**src/rtl/wb_timer_io.sv**
```systemverilog
// Wishbone responder: general-purpose outputs, synchronized inputs with change detect,
// prescaled timer with compare match, and a masked registered interrupt.
module wb_timer_io #(
  parameter int unsigned DATA_W   = 32,
  parameter int unsigned GPO_W    = 4,
  parameter int unsigned GPI_W    = 2,
  parameter int unsigned PRESCALE = 100
) (
  input  logic              clk,
  input  logic              rst_n,
  input  logic [14:0]       adr_i,
  input  logic [DATA_W-1:0] dat_i,
  output logic [DATA_W-1:0] dat_o,
  input  logic              we_i,
  input  logic              stb_i,
  output logic              ack_o,
  output logic [GPO_W-1:0]  gp_o,
  input  logic [GPI_W-1:0]  gp_i,
  output logic              irq_o
);

  localparam int unsigned PSC_W = (PRESCALE > 1) ? $clog2(PRESCALE) : 1;
  localparam logic [PSC_W-1:0] PSC_MAX = PSC_W'(PRESCALE - 1);

  typedef enum logic [2:0] {
    A_GPO   = 3'd0,
    A_GPI   = 3'd1,
    A_TIMER = 3'd2,
    A_CMP   = 3'd3,
    A_FLAGS = 3'd4,
    A_IRQEN = 3'd5,
    A_RSV6  = 3'd6,
    A_RSV7  = 3'd7
  } reg_addr_e;

  logic              ack_q, ack_d;
  logic [DATA_W-1:0] dat_q, dat_d;
  logic [GPO_W-1:0]  gpo_q, gpo_d;
  logic [GPI_W-1:0]  sync1_q, sync2_q, gpi_prev_q;
  logic [PSC_W-1:0]  psc_q, psc_d;
  logic [DATA_W-1:0] timer_q, timer_d;
  logic [DATA_W-1:0] cmp_q, cmp_d;
  logic [1:0]        flags_q, flags_d;
  logic [1:0]        irqen_q, irqen_d;
  logic              irq_q, irq_d;

  reg_addr_e         addr;
  logic              access, wr;
  logic              wr_gpo, wr_timer, wr_cmp, wr_flags, wr_irqen;
  logic              tick, match_set, change_set;
  logic [1:0]        flag_set, flag_clr;
  logic [DATA_W-1:0] timer_inc;
  logic [DATA_W-1:0] rd_data;
  logic              unused_adr;

  assign unused_adr = ^adr_i[14:3];

  always_comb begin
    addr      = reg_addr_e'(adr_i[2:0]);
    access    = stb_i & ~ack_q;
    wr        = access & we_i;
    wr_gpo    = wr && (addr == A_GPO);
    wr_timer  = wr && (addr == A_TIMER);
    wr_cmp    = wr && (addr == A_CMP);
    wr_flags  = wr && (addr == A_FLAGS);
    wr_irqen  = wr && (addr == A_IRQEN);

    ack_d     = access;

    tick      = (psc_q == PSC_MAX);
    psc_d     = (wr_timer || tick) ? '0 : psc_q + PSC_W'(1);

    timer_inc = timer_q + DATA_W'(1);
    if (wr_timer)  timer_d = dat_i;
    else if (tick) timer_d = timer_inc;
    else           timer_d = timer_q;

    gpo_d     = wr_gpo   ? dat_i[GPO_W-1:0] : gpo_q;
    cmp_d     = wr_cmp   ? dat_i            : cmp_q;
    irqen_d   = wr_irqen ? dat_i[1:0]       : irqen_q;

    match_set  = tick && !wr_timer && (timer_inc == cmp_q);
    change_set = (sync2_q != gpi_prev_q);
    flag_set   = {change_set, match_set};
    flag_clr   = wr_flags ? dat_i[1:0] : 2'b00;
    flags_d    = (flags_q & ~flag_clr) | flag_set;

    // New sets reach irq on the edge they occur; clears and masking show one edge later.
    irq_d = |((flags_q | flag_set) & irqen_q);

    rd_data = '0;
    case (addr)
      A_GPO:   rd_data[GPO_W-1:0] = gpo_q;
      A_GPI:   rd_data[GPI_W-1:0] = sync2_q;
      A_TIMER: rd_data            = timer_q;
      A_CMP:   rd_data            = cmp_q;
      A_FLAGS: rd_data[1:0]       = flags_q;
      A_IRQEN: rd_data[1:0]       = irqen_q;
      default: rd_data            = '0;
    endcase

    dat_d = (access && !we_i) ? rd_data : dat_q;
  end

  always_ff @(posedge clk) begin
    if (!rst_n) begin
      ack_q      <= 1'b0;
      dat_q      <= '0;
      gpo_q      <= '0;
      sync1_q    <= '0;
      sync2_q    <= '0;
      gpi_prev_q <= '0;
      psc_q      <= '0;
      timer_q    <= '0;
      cmp_q      <= '0;
      flags_q    <= '0;
      irqen_q    <= '0;
      irq_q      <= 1'b0;
    end else begin
      ack_q      <= ack_d;
      dat_q      <= dat_d;
      gpo_q      <= gpo_d;
      sync1_q    <= gp_i;
      sync2_q    <= sync1_q;
      gpi_prev_q <= sync2_q;
      psc_q      <= psc_d;
      timer_q    <= timer_d;
      cmp_q      <= cmp_d;
      flags_q    <= flags_d;
      irqen_q    <= irqen_d;
      irq_q      <= irq_d;
    end
  end

  assign ack_o = ack_q;
  assign dat_o = dat_q;
  assign gp_o  = gpo_q;
  assign irq_o = irq_q;

endmodule

```
**config.mk**
```make
export PLATFORM = sky130hd
export DESIGN_NAME = wb_timer_io
export DESIGN_NICKNAME = d
export VERILOG_FILES = /design/src/rtl/wb_timer_io.sv
export SDC_FILE = /design/constraint.sdc
export NUM_CORES = 1
export LEC_CHECK = 0
export CAP_MARGIN = 40
export CORE_MARGIN = 1.5
export CORE_UTILIZATION = 35
export CTS_BUF_LIST = sky130_fd_sc_hd__clkbuf_8 sky130_fd_sc_hd__clkbuf_16
export CTS_CLUSTER_DIAMETER = 80
export DETAILED_ROUTE_END_ITERATION = 8
export DONT_BUFFER_PORTS = 1
export PLACE_DENSITY = 0.53
export SYNTH_ARGS = -nofsm -noshare
export SYNTH_HDL_FRONTEND = slang
export SYNTH_SLANG_ARGS = --single-unit
```
**constraint.sdc**
```tcl
create_clock -name clk -period 2.8 [get_ports clk]
set_input_delay 0.28 -clock clk [delete_from_list [all_inputs] [get_ports clk]]
set_output_delay 0.28 -clock clk [all_outputs]
set_load 0.005 [all_outputs]
```
==> impl_metrics.tcl, run 1 <==
set metrics [dict create \
    gp_congestion 0.856 \
    ys.flop_type "dfxtp_1" \
    final-instance-count-excl-fill 1038 \
    use_met1 0.280 \
    cpMaxStageDelayCell "or4_4" \
    finish.utilization 0.438 \
    fin_setup_tns_ns 0 \
    cts_buffer_depth 2 \
    switching_share 0.246 \
    seq_area_frac_synth 0.389 \
    seqPwrFrac 0.424 \
    grt_pass1_vias 5554 \
    hold_start "dat_i[0]" \
    port_buffers 0 \
    avgRoutedWirePerCell_um 17.8 \
    setup_violations 0 \
    synth_edf_count 0 \
    avgSynthCellArea_sq_um 8.08 \
    crit_arrival_ns 3.04 \
    drt_iter0_drc 382 \
    worstReg2RegStart "timer_q[0]" \
    leakagePower_nw 2.67 \
    grt-busiest-layer "met2" \
    grt_pass1_wl_mm 29.8 \
    grt_max_degree 64 \
    power_density_mw_per_mm2 562 \
    period_share 0.959 \
    die_y_um 135 \
    crit_path_frequent_cell "or4_4" \
    finalClockSkew_ns 0.00928 \
    hold_ws_ns 0.0267 \
    clock_power_share 0.507 \
    crit_chain "ha_2 -> nand2_1 -> or4_4 -> nor2_2 -> xnor2_1 -> nor4_1 -> nand4_1 -> or4_4 -> o21ai_2" \
    ctsRootBufferMaster "clkbuf_16" \
    cts_tree "yes" \
    antenna_found_initial 0 \
    syn_nets 814 \
    ir_drop_uv 413 \
    hold_class "input pin to register" \
    internal_power_mw 3.19 \
    dieWidth_um 135 \
    syn_inst 759 \
    outcome "finished, final reports clean" \
    start_util 0.357 \
    maxSlewViolCount 0 \
    diodes 0 \
    place_area_sq_mm 0.00651 \
    clock_latency_ns 0.42 \
    cp.required_ns 3.15 \
    routed_wl_mm 18.5 \
    switchingPower_mw 1.04 \
    cp-end-kind "register" \
    ys_async_sr_fraction 0 \
    critPathMaxStageDelay_ns 0.58 \
    design.portCount 91 \
    fin_area_sq_mm 0.00752 \
    max_cap_viol_count 0 \
    synthToLayoutAreaGrowth_pct 22.6 \
    route.detailed.drc 0 \
    synth_top_area_frac 0.389 \
    worst-path-max-fanout 5 \
    crit_start "timer_q[0]" \
    met3_usage 0.0546 \
    gr-usage-all-layers 0.211 \
    cp-start-kind "register" \
    place_inst 969 \
    finalHoldViolCount 0 \
    combinationalPowerShare 0.069 \
    yosys_register_bits 119 \
    crit_buf_inv 0 \
    numClockSinks 119 \
    worst_pin_slew_ns 0.733 \
    synthTopCellsByArea "dfxtp_1, xnor2_1, nor2_1" \
    postRouteAntennaNets 0 \
    nNetsFinal 855 \
    first_pass_iters 7 \
    cts.clk_slew.worst_paths_ns 0.06 \
    yosys.cell_types.count 64 \
    final_layout_size_suffix_gt1_frac 0.149 \
    critPathKind "register to register" \
    ys_warn_count 0 \
    synth_top_cell_by_area "dfxtp_1" \
    grt-ovfl-total 0 \
    rows 48 \
    avgViaCountPerCell 5.36 \
    h-tree-depth 4 \
    fin_crit_ns 2.69 \
    dr_total_vias 5562 \
    use_met2 0.333 \
    relSlewSlack 0.511 \
    coreArea_sq_mm 0.0172 \
    fmax_mhz 372 \
    place_hpwl_mm 12.5 \
    die_area_sq_mm 0.0183 \
    cts_buffers 17 \
    syn_area_sq_mm 0.00613 \
    critical_path.top_delay_family "simple AND/OR/NAND/NOR gates" \
]
## cells by family (layout without fill, tap and decap cells)
family                     Yosys count  count (layout)  synth area share
and+or+nand+nor                    347             347             0.276
AOI/OAI and AO/OA                  129             129             0.147
DFF                                119             119             0.389
xor gates and xnor gates            82              82             0.117
buffers and inverters               67             121            0.0459
muxes                               12              12            0.0198
adders and majority gates            3               3           0.00571
## cell type report
type	count	area, sq um
flip-flops and latches	119	2400
multi-input cells	573	3520
repair buffers	84	718
well taps	225	282
inverters	5	18.8
fillers	1744	9660
clock buffers	17	425
clock inverters	15	155
## power by group through the flow
| stage | registers, mW | clock network [mW] | logic, mW |
|---|---|---|---|
| 3_3_place_gp | 1.83 | 0 | 0.241 |
| 4_1_cts | 1.79 | 2.19 | 0.292 |
| 2_1_floorplan | 1.81 | 0 | 0.189 |
| 5_1_grt | 1.80 | 2.27 | 0.324 |
| 3_5_place_dp | 1.83 | 0 | 0.244 |
| 6_report | 1.79 | 2.14 | 0.292 |
## layer usage
metal,up-vias,wire [um]
met2,140,8440
met4,0,258
met1,2654,8750
met5,-,0
met3,18,1070
li1,2750,-
## final timing paths
path | to | slack, ns | cells past startpoint
setup / recovery | irq_o | 0.11 | 9
hold / removal | irqen_q[0] | 0.03 | 2
setup reg to reg | irq_o | 0.11 | 9
hold reg to reg | sync2_q[0] | 0.43 | 1
## synth_stat cells (2+ instances only)
cell and count:
a211oi_1 30, a21oi_1 40, a221oi_1 29, a22oi_1 7
a41oi_1 2, and2_1 11, and3_1 9, and4_1 3
buf_1 5, buf_2 14, buf_4 3, clkbuf_1 39
dfxtp_1 119, ha_1 2, inv_1 4, mux2i_1 11
nand2_1 99, nand2b_1 2, nand3_1 22, nand3b_1 2
nand4_1 14, nand4b_1 3, nor2_1 106, nor2b_1 5
nor3_1 41, nor3_4 2, nor4_1 6, o21ai_0 7
o221ai_1 2, o41ai_1 2, or2_2 3, or3_2 2
or4_1 2, xnor2_1 56, xor2_1 26
## placed cells by master (no fill, tap or decap), types with 11 or more instances in the layout
cell type,n
dfxtp_1,109
nor2_1,104
nand2_1,98
xnor2_1,56
buf_4,49
nor3_1,40
a21oi_1,39
dlygate4sd3_1,35
a211oi_1,30
a221oi_1,29
xor2_1,26
nand3_1,22
clkbuf_16,17
nand4_1,14
and2_1,11
mux2i_1,11
## repair_timing
action | CTS | global route
setup buffers | 0 | 2
endpoints found under the setup margin | 1 | 3
pin swaps | 0 | 9
resized for setup | 1 | 21
hold buffers | 35 | 0
endpoints found under the hold margin | 45 | 0
## state kept, by name, indices dropped and copies added (netlist names), 2 cells and up
register    cells
sync1_q         2
flags_q         2
cmp_q          32
timer_q        32
gpi_prev_q      2
irqen_q         2
psc_q           7
dat_o          32
sync2_q         2
gp_o            4
## through the flow
step / power (mW) / worst slack (ns)
after CTS: 4.27 / 0.00574
final: 4.22 / 0.115
after floorplan: 2.00 / 0.244
after global placement: 2.07 / 0.0838
after global routing: 4.39 / -0.0000608
after detailed placement: 2.07 / 0.0227
## worst register-to-register path: stages, from the launching register on
cell and delay (ns):
dfxtp_2 0.36, ha_2 0.21, nand2_1 0.13, or4_4 0.57
nor2_2 0.14, xnor2_1 0.10, nor4_1 0.28, nand4_1 0.14
or4_4 0.58, o21ai_2 0.12
No activity file was read; power rests on OpenSTA's default activity.
==> run 2, diff against run 1 <==
GPL_TIMING_DRIVEN = 0   (was not set)
==> run 2 against run 1 <==
Against the previous run: clock skew is 0.0017 ns higher; cell area is 2.7% higher; register-to-register slack hardly changed; routed wire length is 8.5% higher; utilization is 1.2 points higher; sequential cell count stayed put; fmax hardly changed; power is 1.1% higher; first-iteration DRC count is 0.52% higher; critical endpoint unchanged; critical path depth is 2 higher; largest cell class unchanged; sequential power hardly changed.
==> impl_metrics.tcl, run 2 (same netlist as run 1, synthesis figures left out) <==
set metrics [dict create \
    postRouteAntennaNets 0 \
    hold_start "dat_i[2]" \
    die_y_um 135 \
    cp-end-kind "register" \
    worst_pin_slew_ns 0.705 \
    rows 48 \
    clock_latency_ns 0.44 \
    nNetsFinal 885 \
    worst-path-max-fanout 10 \
    routed_wl_mm 20.1 \
    period_share 0.958 \
    place_hpwl_mm 14.1 \
    grt_pass1_vias 5611 \
    start_util 0.357 \
    final_cell_mix "dfxtp_1, nor2_1, nand2_1" \
    use_met1 0.294 \
    avgRoutedWirePerCell_um 18.8 \
    grt-busiest-layer "met2" \
    port_buffers 0 \
    final_common_cell "dfxtp_1" \
    grt-ovfl-total 0 \
    outcome "finished, final reports clean" \
    met3_usage 0.0614 \
    worstReg2RegStart "timer_q[2]" \
    cts.clk_slew.worst_paths_ns 0.06 \
    drt_iter0_drc 384 \
    crit_arrival_ns 3.05 \
    max_cap_viol_count 0 \
    diodes 0 \
    power_density_mw_per_mm2 553 \
    design.portCount 91 \
    coreArea_sq_mm 0.0172 \
    cp.required_ns 3.16 \
    cts_buffer_depth 2 \
    cts_buffers 17 \
    fmax_mhz 373 \
    finalClockSkew_ns 0.0109 \
    cp-start-kind "register" \
    die_area_sq_mm 0.0183 \
    synthToLayoutAreaGrowth_pct 25.9 \
    first_pass_iters 5 \
    rr_worst_depth 11 \
    fin_crit_ns 2.68 \
    maxSlewViolCount 0 \
    h-tree-depth 4 \
    fin_area_sq_mm 0.00772 \
    finish.utilization 0.449 \
    critPathKind "register to register" \
    route.detailed.drc 0 \
    leakagePower_nw 2.71 \
    cts_tree "yes" \
    fillers 1748 \
    ctsRootBufferMaster "clkbuf_16" \
    hold_depth 2 \
    numClockSinks 119 \
    gr-usage-all-layers 0.225 \
    use_met2 0.352 \
    setup_violations 0 \
    finalHoldViolCount 0 \
    final_layout_size_suffix_gt1_frac 0.133 \
    gp_congestion 0.903 \
    grt_max_degree 17 \
    relSlewSlack 0.530 \
    fin_setup_tns_ns 0 \
    dieWidth_um 135 \
    hold_class "input pin to register" \
    dr_total_vias 5849 \
    grt_pass1_wl_mm 31.0 \
    crit_start "timer_q[2]" \
    place_area_sq_mm 0.00641 \
    avgViaCountPerCell 5.48 \
    ir_drop_uv 440 \
    antenna_found_initial 0 \
]
-- run 2: changes by cell type in the layout (fill, tap and decap cells not counted), sizes merged --
cell,delta
buf,-15
clkbuf,+48
clkinv,-4
clkinvlp,+3
dlygate4sd3,-1
inv,-2
-- run 2: critical path, cell delays in order (launching register included) --
cell	delay (ns)
dfxtp_1	0.32
buf_6	0.14
nand3_4	0.12
buf_4	0.18
buf_4	0.13
nor4_4	0.27
xnor2_1	0.17
nand3_1	0.12
nor4_2	0.32
nand4_1	0.13
or4_4	0.58
o21ai_2	0.14
-- run 2: path summary, 6_finish.rpt --
check        slack [ns]    endpoint
max                0.12       irq_o
min                0.01     gp_o[2]
max reg2reg        0.12       irq_o
min reg2reg        0.43  sync2_q[1]
-- run 2: where the power goes --
part,total [mW],internal [mW],switching (mW)
clock,2.17,1.34,0.823
sequential,1.79,1.75,0.0419
combinational,0.315,0.130,0.184
total,4.27,3.22,1.05
-- run 2: what timing repair did --
item                       4_1_cts  5_1_grt
hold buffers                    34        0
gates resized for setup         18       46
pin swaps                        4       22
setup endpoints to repair        7        2
hold endpoints to repair        39        0
buffers inserted                 5       14
gates cloned                     0        0
-- run 2: routing by layer --
| metal | wire [um] | vias up |
|---|---|---|
| li1 | - | 2810 |
| met1 | 9100 | 2805 |
| met2 | 9110 | 198 |
| met3 | 1400 | 36 |
| met4 | 490 | 0 |
| met5 | 0 | - |
-- run 2: per-stage QoR --
step	std cells	setup slack (ns)	hold slack [ns]	power, mW
3_3_place_gp	984	-0.732	0.410	2.08
5_1_grt	1067	-0.00290	0.0225	4.42
2_1_floorplan	759	0.244	0.407	2.00
6_report	1067	0.116	0.0120	4.27
3_5_place_dp	984	-0.787	0.410	2.08
4_1_cts	1053	0.00905	0.00426	4.29
-- run 2: final cells by class --
class / instances / area, sq um / share of cell area
Timing Repair Buffer: 53 / 499 / 0.0647
Clock buffer: 19 / 453 / 0.0587
Tap cell: 225 / 282 / 0.0365
Buffer: 61 / 319 / 0.0413
Multi-Input combinational cell: 573 / 3630 / 0.470
Inverter: 5 / 18.8 / 0.00243
Clock inverter: 12 / 129 / 0.0167
Sequential cell: 119 / 2390 / 0.310
==> run 3, diff against run 2 <==
CORE_ASPECT_RATIO = 1.2   (was not set)
SKIP_CTS_REPAIR_TIMING = 1   (was not set)
==> run 3 against run 2 <==
Against the previous run: the run now ends with hold timing left; routed wire length fell by 0.95%; highest routed layer unchanged; fmax is 2.3% lower; utilization shrank 0.35 points; critical path depth is 1 lower; largest cell class unchanged; power is 1.3% higher; combinational power shrank 4%; final cell count is 1.7% lower.
==> impl_metrics.tcl, run 3 (same netlist as run 1, synthesis figures left out) <==
set metrics [dict create \
    dr_total_vias 5784 \
    gp_congestion 0.880 \
    fin_area_sq_mm 0.00757 \
    clock_latency_ns 0.43 \
    h-tree-depth 4 \
    critPathKind "register to register" \
    cts_buffer_depth 2 \
    power_mw 4.33 \
    setup_violations 0 \
    fmax_mhz 364 \
    multi_input_area_sq_mm 0.00357 \
    place_inst 975 \
    post-place-ws_ns -0.808 \
    numClockSinks 119 \
    critPathMaxStageDelay_ns 0.58 \
    dieWidth_um 124 \
    power_density_mw_per_mm2 571 \
    cp-start-kind "register" \
    die_area_sq_mm 0.0183 \
    finalClockSkew_ns 0.00669 \
    cts_buffers 17 \
    first_pass_iters 5 \
    maxSlewViolCount 0 \
    gr-usage-all-layers 0.215 \
    finish.utilization 0.446 \
    critical_path.top_delay_family "simple AND/OR/NAND/NOR gates" \
    diodes 0 \
    rr_worst_depth 10 \
    ctsRootBufferMaster "clkbuf_16" \
    avgRoutedWirePerCell_um 19.0 \
    grt_pass1_wl_mm 29.7 \
    crit_path_frequent_cell "nand4_1" \
    antenna_found_initial 0 \
    die_y_um 148 \
    worst_pin_slew_ns 0.665 \
    grt_max_degree 17 \
    crit_chain "buf_6 -> nand4_1 -> nor4_4 -> buf_4 -> a41oi_2 -> a311o_1 -> a22oi_2 -> nand4_1 -> or4_4 -> o21ai_2" \
    worst-path-max-fanout 6 \
    seqCellArea_sq_mm 0.00239 \
    port_buffers 0 \
    avgViaCountPerCell 5.51 \
    grt_pass1_vias 5568 \
    place_hpwl_mm 14.1 \
    period_share 0.981 \
    postRouteAntennaNets 0 \
    drt_iter0_drc 355 \
    max_cap_viol_count 0 \
    fin_crit_ns 2.75 \
    hold_ws_ns -0.0112 \
    coreArea_sq_mm 0.0170 \
    ir_drop_uv 427 \
    rows 52 \
    relSlewSlack 0.557 \
    nNetsFinal 875 \
    synthToLayoutAreaGrowth_pct 23.5 \
    grt-ovfl-total 0 \
    cp-end-kind "register" \
    final_layout_size_suffix_gt1_frac 0.126 \
    outcome "finished, violations left" \
    final-instance-count-excl-fill 1049 \
    worstReg2RegStart "timer_q[9]" \
    place_area_sq_mm 0.00640 \
    worst_slack_ns 0.0523 \
    path_depth 10 \
    crit_buf_inv 2 \
    crit_arrival_ns 3.11 \
    route.detailed.drc 0 \
    finalHoldViolCount 3 \
    final_common_cell "dfxtp_1" \
    final_cell_mix "dfxtp_1, nor2_1, nand2_1" \
    hold_class "input pin to register" \
    start_util 0.361 \
    routed_wl_mm 19.9 \
    cts_tree "yes" \
    fillers 1711 \
    crit_start "timer_q[9]" \
    cts.clk_slew.worst_paths_ns 0.06 \
    cpMaxStageDelayCell "or4_4" \
    cp.required_ns 3.17 \
    violations "hold timing" \
    hold_start "dat_i[0]" \
    hold_depth 2 \
    leakagePower_nw 2.64 \
    design.portCount 91 \
]
==> run 3: area by class of cell <==
class                      count  share of cell area
tap                          216              0.0357
clock inverter                14              0.0218
inverter                       5             0.00248
timing repair buffer          43              0.0520
multi-input combinational    573               0.472
buffer                        61              0.0426
clock buffer                  18              0.0580
sequential                   119               0.316
==> run 3: routing by layer <==
layer / vias to the layer above / wire (um) / track usage
li1: 2787 / - / -
met1: 2786 / 8220 / 0.251
met2: 172 / 10000 / 0.365
met3: 39 / 1150 / 0.0610
met4: 0 / 534 / 0.0879
met5: - / 0 / 0
==> run 3: worst reg2reg max path: stages, from the launching register on <==
cell and delay, ns:
dfxtp_1 0.34, buf_6 0.13, nand4_1 0.22, nor4_4 0.36
buf_4 0.18, a41oi_2 0.14, a311o_1 0.33, a22oi_2 0.20
nand4_1 0.09, or4_4 0.58, o21ai_2 0.13
==> run 3: where the power goes <==
group          leakage (nW)  internal (mW)  switching (mW)
clock network         0.284           1.36           0.883
registers             0.969           1.74          0.0414
logic                  1.39          0.123           0.178
total                  2.64           3.22            1.10
==> run 3: path summary, 6_finish.rpt <==
path                                    to  slack, ns
worst max-delay path                 irq_o       0.05
worst min-delay path              cmp_q[0]      -0.01
worst max register to register       irq_o       0.05
worst min register to register  sync2_q[0]       0.43
==> run 3: metrics by stage <==
step,TNS (ns),hold slack [ns]
floorplan,0,0.407
global placement,-2.12,0.411
detailed placement,-1.92,0.417
CTS,-2.17,-0.0327
global route,-0.0370,0.00466
finish,0,-0.0112
